--- src/rtl/mem_arbiter_if.sv ---
// mem_arbiter_if: requester, read-return and RAM-port signals of the node memory front end
interface mem_arbiter_if #(
   parameter int AW = 10,
   parameter int DW = 69
);
   logic          m0_req, m1_req;
   logic          m0_we, m1_we;
   logic          m0_lock, m1_lock;
   logic [AW-1:0] m0_addr, m1_addr;
   logic [DW-1:0] m0_wdata, m1_wdata;
   logic          m0_ack, m1_ack;
   logic          m0_rvalid, m1_rvalid;
   logic [DW-1:0] rdata;
   logic          init_done;
   logic [AW-1:0] ram_address;
   logic [DW-1:0] ram_data;
   logic          ram_wren;
   logic [DW-1:0] ram_q;

   modport master (
      output m0_req, m1_req, m0_we, m1_we, m0_lock, m1_lock,
      output m0_addr, m1_addr, m0_wdata, m1_wdata, ram_q,
      input  m0_ack, m1_ack, m0_rvalid, m1_rvalid, rdata, init_done,
      input  ram_address, ram_data, ram_wren
   );

   modport slave (
      input  m0_req, m1_req, m0_we, m1_we, m0_lock, m1_lock,
      input  m0_addr, m1_addr, m0_wdata, m1_wdata, ram_q,
      output m0_ack, m1_ack, m0_rvalid, m1_rvalid, rdata, init_done,
      output ram_address, ram_data, ram_wren
   );
endinterface

--- src/rtl/mem_arbiter.sv ---
// mem_arbiter: zeroes the shared node RAM after reset, then round-robin shares its port between two requesters with an atomic lock
module mem_arbiter #(
   parameter int CLEAR_DEPTH = 69,
   parameter int AW          = 10,
   parameter int DW          = 69
) (
   input  logic         clock,
   input  logic         reset,
   mem_arbiter_if.slave bus
);
   typedef enum logic {INIT, RUN} state_t;

   state_t        state_q, state_d;
   logic [AW-1:0] clr_cnt_q, clr_cnt_d;
   logic [AW-1:0] addr_q;
   logic          prio_q, prio_d;
   logic          lock_valid_q, lock_valid_d;
   logic          owner_q, owner_d;
   logic          rv0_q, rv1_q;
   logic          g0, g1, wren;
   logic [AW-1:0] addr;
   logic [DW-1:0] data;

   // state, sweep counter, arbitration bookkeeping and read-return flags
   always_ff @(posedge clock) begin
      if (!reset) begin
         state_q      <= INIT;
         clr_cnt_q    <= '0;
         prio_q       <= 1'b0;
         lock_valid_q <= 1'b0;
         owner_q      <= 1'b0;
         rv0_q        <= 1'b0;
         rv1_q        <= 1'b0;
         addr_q       <= '0;
      end else begin
         state_q      <= state_d;
         clr_cnt_q    <= clr_cnt_d;
         prio_q       <= prio_d;
         lock_valid_q <= lock_valid_d;
         owner_q      <= owner_d;
         rv0_q        <= g0 & ~bus.m0_we;
         rv1_q        <= g1 & ~bus.m1_we;
         addr_q       <= addr;
      end
   end

   // clear sweep in INIT, grant selection and RAM port mux in RUN
   always_comb begin
      state_d      = state_q;
      clr_cnt_d    = clr_cnt_q;
      prio_d       = prio_q;
      lock_valid_d = lock_valid_q;
      owner_d      = owner_q;
      g0           = 1'b0;
      g1           = 1'b0;
      wren         = 1'b0;
      addr         = addr_q;
      data         = '0;
      if (state_q == INIT) begin
         wren      = 1'b1;
         addr      = clr_cnt_q;
         clr_cnt_d = clr_cnt_q + 1'b1;
         if (clr_cnt_q == AW'(CLEAR_DEPTH - 1)) state_d = RUN;
      end else if (reset) begin
         if (lock_valid_q) begin
            g0 = !owner_q && bus.m0_req;
            g1 = owner_q && bus.m1_req;
            if (!(owner_q ? bus.m1_req : bus.m0_req)) lock_valid_d = 1'b0;
         end else begin
            g0 = bus.m0_req && (!bus.m1_req || !prio_q);
            g1 = bus.m1_req && (!bus.m0_req || prio_q);
         end
         if (g0 || g1) begin
            prio_d       = g0;
            owner_d      = g1;
            lock_valid_d = g1 ? bus.m1_lock : bus.m0_lock;
            wren         = g1 ? bus.m1_we : bus.m0_we;
            addr         = g1 ? bus.m1_addr : bus.m0_addr;
            data         = g1 ? bus.m1_wdata : bus.m0_wdata;
         end
      end
   end

   assign bus.ram_wren    = wren & reset;
   assign bus.ram_address = addr;
   assign bus.ram_data    = data;
   assign bus.m0_ack      = g0;
   assign bus.m1_ack      = g1;
   assign bus.m0_rvalid   = rv0_q;
   assign bus.m1_rvalid   = rv1_q;
   assign bus.rdata       = bus.ram_q;
   assign bus.init_done   = (state_q == RUN);
endmodule

--- src/flat_wrapper.sv ---
// flat-port wrapper written by rule: the top's interface ports become plain ports
module mem_arbiter_flat 
#(
   parameter int CLEAR_DEPTH = 69,
   parameter int AW          = 10,
   parameter int DW          = 69
)
  (clock, reset, bus_m0_req, bus_m1_req, bus_m0_we, bus_m1_we, bus_m0_lock, bus_m1_lock, bus_m0_addr, bus_m1_addr, bus_m0_wdata, bus_m1_wdata, bus_ram_q, bus_m0_ack, bus_m1_ack, bus_m0_rvalid, bus_m1_rvalid, bus_rdata, bus_init_done, bus_ram_address, bus_ram_data, bus_ram_wren);
  mem_arbiter_if #(.AW(AW), .DW(DW)) bus_i ();
  input  logic clock;
  input  logic reset;
  input wire logic [$bits(bus_i.m0_req)-1:0] bus_m0_req;
  input wire logic [$bits(bus_i.m1_req)-1:0] bus_m1_req;
  input wire logic [$bits(bus_i.m0_we)-1:0] bus_m0_we;
  input wire logic [$bits(bus_i.m1_we)-1:0] bus_m1_we;
  input wire logic [$bits(bus_i.m0_lock)-1:0] bus_m0_lock;
  input wire logic [$bits(bus_i.m1_lock)-1:0] bus_m1_lock;
  input wire logic [$bits(bus_i.m0_addr)-1:0] bus_m0_addr;
  input wire logic [$bits(bus_i.m1_addr)-1:0] bus_m1_addr;
  input wire logic [$bits(bus_i.m0_wdata)-1:0] bus_m0_wdata;
  input wire logic [$bits(bus_i.m1_wdata)-1:0] bus_m1_wdata;
  input wire logic [$bits(bus_i.ram_q)-1:0] bus_ram_q;
  output wire logic [$bits(bus_i.m0_ack)-1:0] bus_m0_ack;
  output wire logic [$bits(bus_i.m1_ack)-1:0] bus_m1_ack;
  output wire logic [$bits(bus_i.m0_rvalid)-1:0] bus_m0_rvalid;
  output wire logic [$bits(bus_i.m1_rvalid)-1:0] bus_m1_rvalid;
  output wire logic [$bits(bus_i.rdata)-1:0] bus_rdata;
  output wire logic [$bits(bus_i.init_done)-1:0] bus_init_done;
  output wire logic [$bits(bus_i.ram_address)-1:0] bus_ram_address;
  output wire logic [$bits(bus_i.ram_data)-1:0] bus_ram_data;
  output wire logic [$bits(bus_i.ram_wren)-1:0] bus_ram_wren;
  assign bus_i.m0_req = bus_m0_req;
  assign bus_i.m1_req = bus_m1_req;
  assign bus_i.m0_we = bus_m0_we;
  assign bus_i.m1_we = bus_m1_we;
  assign bus_i.m0_lock = bus_m0_lock;
  assign bus_i.m1_lock = bus_m1_lock;
  assign bus_i.m0_addr = bus_m0_addr;
  assign bus_i.m1_addr = bus_m1_addr;
  assign bus_i.m0_wdata = bus_m0_wdata;
  assign bus_i.m1_wdata = bus_m1_wdata;
  assign bus_i.ram_q = bus_ram_q;
  assign bus_m0_ack = bus_i.m0_ack;
  assign bus_m1_ack = bus_i.m1_ack;
  assign bus_m0_rvalid = bus_i.m0_rvalid;
  assign bus_m1_rvalid = bus_i.m1_rvalid;
  assign bus_rdata = bus_i.rdata;
  assign bus_init_done = bus_i.init_done;
  assign bus_ram_address = bus_i.ram_address;
  assign bus_ram_data = bus_i.ram_data;
  assign bus_ram_wren = bus_i.ram_wren;
  mem_arbiter #(.CLEAR_DEPTH(CLEAR_DEPTH), .AW(AW), .DW(DW)) u_core (.clock(clock), .reset(reset), .bus(bus_i));
endmodule
--- config.mk ---
export PLATFORM = sky130hd
export DESIGN_NAME = mem_arbiter_flat
export DESIGN_NICKNAME = d
export VERILOG_FILES = /design/src/rtl/mem_arbiter_if.sv /design/src/rtl/mem_arbiter.sv /design/src/flat_wrapper.sv
export SDC_FILE = /design/constraint.sdc
export NUM_CORES = 1
export LEC_CHECK = 0
export ABC_AREA = 1
export CELL_PAD_IN_SITES_DETAIL_PLACEMENT = 1
export CELL_PAD_IN_SITES_GLOBAL_PLACEMENT = 1
export CORE_MARGIN = 1
export CORE_UTILIZATION = 13
export CTS_BUF_LIST = sky130_fd_sc_hd__clkbuf_8
export CTS_CLUSTER_SIZE = 28
export DETAILED_ROUTE_END_ITERATION = 6
export GPL_TIMING_DRIVEN = 0
export PLACE_DENSITY_LB_ADDON = 0.1
export SETUP_SLACK_MARGIN = 0.02
export SLEW_MARGIN = 10
export SYNTH_ARGS = -nofsm -noshare
export SYNTH_HDL_FRONTEND = slang
export SYNTH_SLANG_ARGS = --single-unit
--- constraint.sdc ---
create_clock -name clock -period 1.3 [get_ports clock]
set_input_delay 0.13 -clock clock [delete_from_list [all_inputs] [get_ports clock]]
set_output_delay 0.13 -clock clock [all_outputs]
set_load 0.01 [all_outputs]
==> flow_summary.json <==
{
  "syn-num-nets": 760,
  "hold_buffers": 0,
  "crit_fanout": 5,
  "synth.most_common_cell": "nand2_1",
  "synth_flop_cell": "dfxtp_1",
  "reg2reg_from": "u_core.lock_valid_q",
  "cts_buffers": 3,
  "endpoint_kind": "output pin",
  "worstHoldStart": "reset",
  "grt_max_degree": 15,
  "postRouteAntennaNets": 0,
  "clock_latency_ns": 0.28,
  "syn_area_per_cell_sq_um": 5.75,
  "fin_ws_ns": -0.634,
  "clkSinkCount": 26,
  "synth_edf_count": 0,
  "startpoint_type": "flop",
  "critPathKind": "reg2out",
  "p_leak_nw": 3.45,
  "holdCritPathClass": "in2reg",
  "synth_area_leaders": "nand2_1, buf_4, dfxtp_1",
  "synthTopCellsByCount": "nand2_1, a21oi_1, buf_4",
  "rows": 55,
  "powerDensity_nw_per_um2": 381,
  "worstPathRequired_ns": 1.17,
  "vdd_drop_max_uv": 433,
  "clockBufferDepth": 2,
  "outcome": "finished with violations",
  "place_ws_ns": -1.24,
  "synth_cells": 523,
  "port_buffers": 317,
  "fin_setup_tns_ns": -47.87,
  "wl_per_cell_um": 17.4,
  "ys_types": 27,
  "overflow": 0,
  "cts_tree": "done",
  "maxCapViolations": 0,
  "whs_ns": 0.284,
  "die_y_um": 154,
  "n_fill_cell": 2725,
  "vias_per_cell": 4.02,
  "cts_max_level": 1,
  "dieArea_sq_um": 23700,
  "layout-drive-gt1-share": 0.429,
  "syn_area_sq_um": 3010,
  "worstPathArrival_ns": 1.80,
  "async_flop_share": 0,
  "final_max_slew_viol_count": 0,
  "crit_start": "u_core.lock_valid_q",
  "clkTransAtPathRegs_ns": 0.10,
  "vias": 4730,
  "min_period_ns": 1.93,
  "grt_pass1_wl_um": 29600,
  "firstDrtPassIters": 4,
  "die_w_um": 154,
  "clock.fmax_mhz": 517,
  "finalSetupViolations": 99,
  "area_delta_synth_final_pct": 161,
  "tightest_slew_ns": 0.617,
  "violations": "negative setup slack",
  "synth_top_area_share": 0.270,
  "hold_viol": 0,
  "skew_ns": 0.00353,
  "dp.final_hpwl_um": 16400,
  "coreArea_sq_um": 22600,
  "grtUsageTotal": 0.160,
  "ios": 389,
  "cts-root-buf": "clkbuf_8",
  "drtIter0Drc": 196,
  "rsz0062_at_grt": "true",
  "routed_wl_um": 20500,
  "nNetsFinal": 1129,
  "relSlewSlack": 0.589,
  "synth_seq_cells": 26,
  "power_mw": 2.99,
  "seq_area_frac_synth": 0.173,
  "fin_crit_sh": 1.49,
  "grt_pass1_vias": 4991,
  "gp_congestion": 0.812,
  "drc": 0,
  "synth_top_cell_by_area": "nand2_1",
  "antenna_found_initial": 2,
  "ys_warn_count": 0,
  "initial_core_util": 0.133
}
critical path, stage by stage (launching register included):
cell and delay, ns:
dfxtp_4 0.41, inv_4 0.05, nand3_4 0.06, nand3_4 0.10, nand2_4 0.10, nand3_4 0.10, buf_12 0.18, buf_16 0.14
buf_12 0.13, a21oi_2 0.12, buf_6 0.13
cell usage in the layout (no fill, tap or decap), types with 4 or more instances in the layout:
master,count
a21oi_1,15
a21oi_2,65
a21oi_4,6
buf_12,11
buf_16,4
buf_2,48
buf_4,98
buf_6,41
buf_8,12
clkbuf_16,7
clkdlybuf4s50_1,231
dfxtp_1,19
dfxtp_4,4
dlygate4sd2_1,4
inv_1,24
inv_2,5
nand2_1,180
nand2_2,27
nand2_4,11
nand3_1,6
nand3_2,10
nand3_4,5
nand4_1,10
nor2_1,8
nor2_4,4
worst paths after layout:
check	endpoint	slack, ns	cells past startpoint
max reg2reg	u_core.addr_q[0]	-0.31	12
min	u_core.bus.init_done	0.28	3
min reg2reg	u_core.clr_cnt_q[0]	0.52	2
max	bus_ram_data[62]	-0.63	10
sequential cells by signal, indices dropped and copies added, names as in the netlist:
| name | cells |
|---|---|
| u_core.prio_q | 1 |
| u_core.bus.m1_rvalid | 1 |
| u_core.bus.init_done | 1 |
| u_core.bus.m0_rvalid | 1 |
| u_core.lock_valid_q | 1 |
| u_core.addr_q | 10 |
| u_core.owner_q | 1 |
| u_core.clr_cnt_q | 10 |
where the power goes:
part / leakage [nW] / switching (mW) / internal [mW]
combinational: 3.21 / 0.613 / 1.06
sequential: 0.215 / 0.0140 / 0.805
clock: 0.0269 / 0.285 / 0.212
cells by family after synthesis:
kind of cell	count (synthesis)	share of synthesized area
AND/OR/NAND/NOR	268	0.369
multiplexers	1	0.00333
AO/OA/AOI/OAI	94	0.174
buffers and inverters	131	0.269
XOR/XNOR	1	0.00291
adder cells (fa/ha/maj)	2	0.00832
flip-flops	26	0.173
stage by stage:
step	utilization	cells	instance area (sq um)
final	0.346	1177	7840
after global routing	0.346	1176	7840
after CTS	0.335	1166	7580
after detailed placement	0.302	1125	6850
after global placement	0.302	1125	6850
after floorplan	-	523	3320
area by class of cell:
class	instances	area (sq um)	share of cell area
buffer	100	926	0.118
antenna	1	2.50	0.000319
multi-input combinational	366	2240	0.286
tap	285	357	0.0455
timing repair buffer	364	3600	0.459
inverter	31	136	0.0174
clock inverter	1	3.75	0.000479
sequential	26	539	0.0688
clock buffer	3	41.3	0.00527
timing repair:
| action | in CTS | in global routing |
|---|---|---|
| setup endpoints to repair | 102 | 103 |
| setup buffers | 32 | 5 |
| pin swaps | 31 | 22 |
| cloned | 5 | 7 |
| gates resized for setup | 473 | 66 |
metal layers:
layer,vias up,GRT usage,share of wire
met1,2216,0.174,0.38
met3,18,0.0378,0.064
met2,160,0.315,0.54
met5,-,0,0.00063
li1,2334,-,-
met4,2,0.0276,0.015
Power figures use the tool's default switching activity.
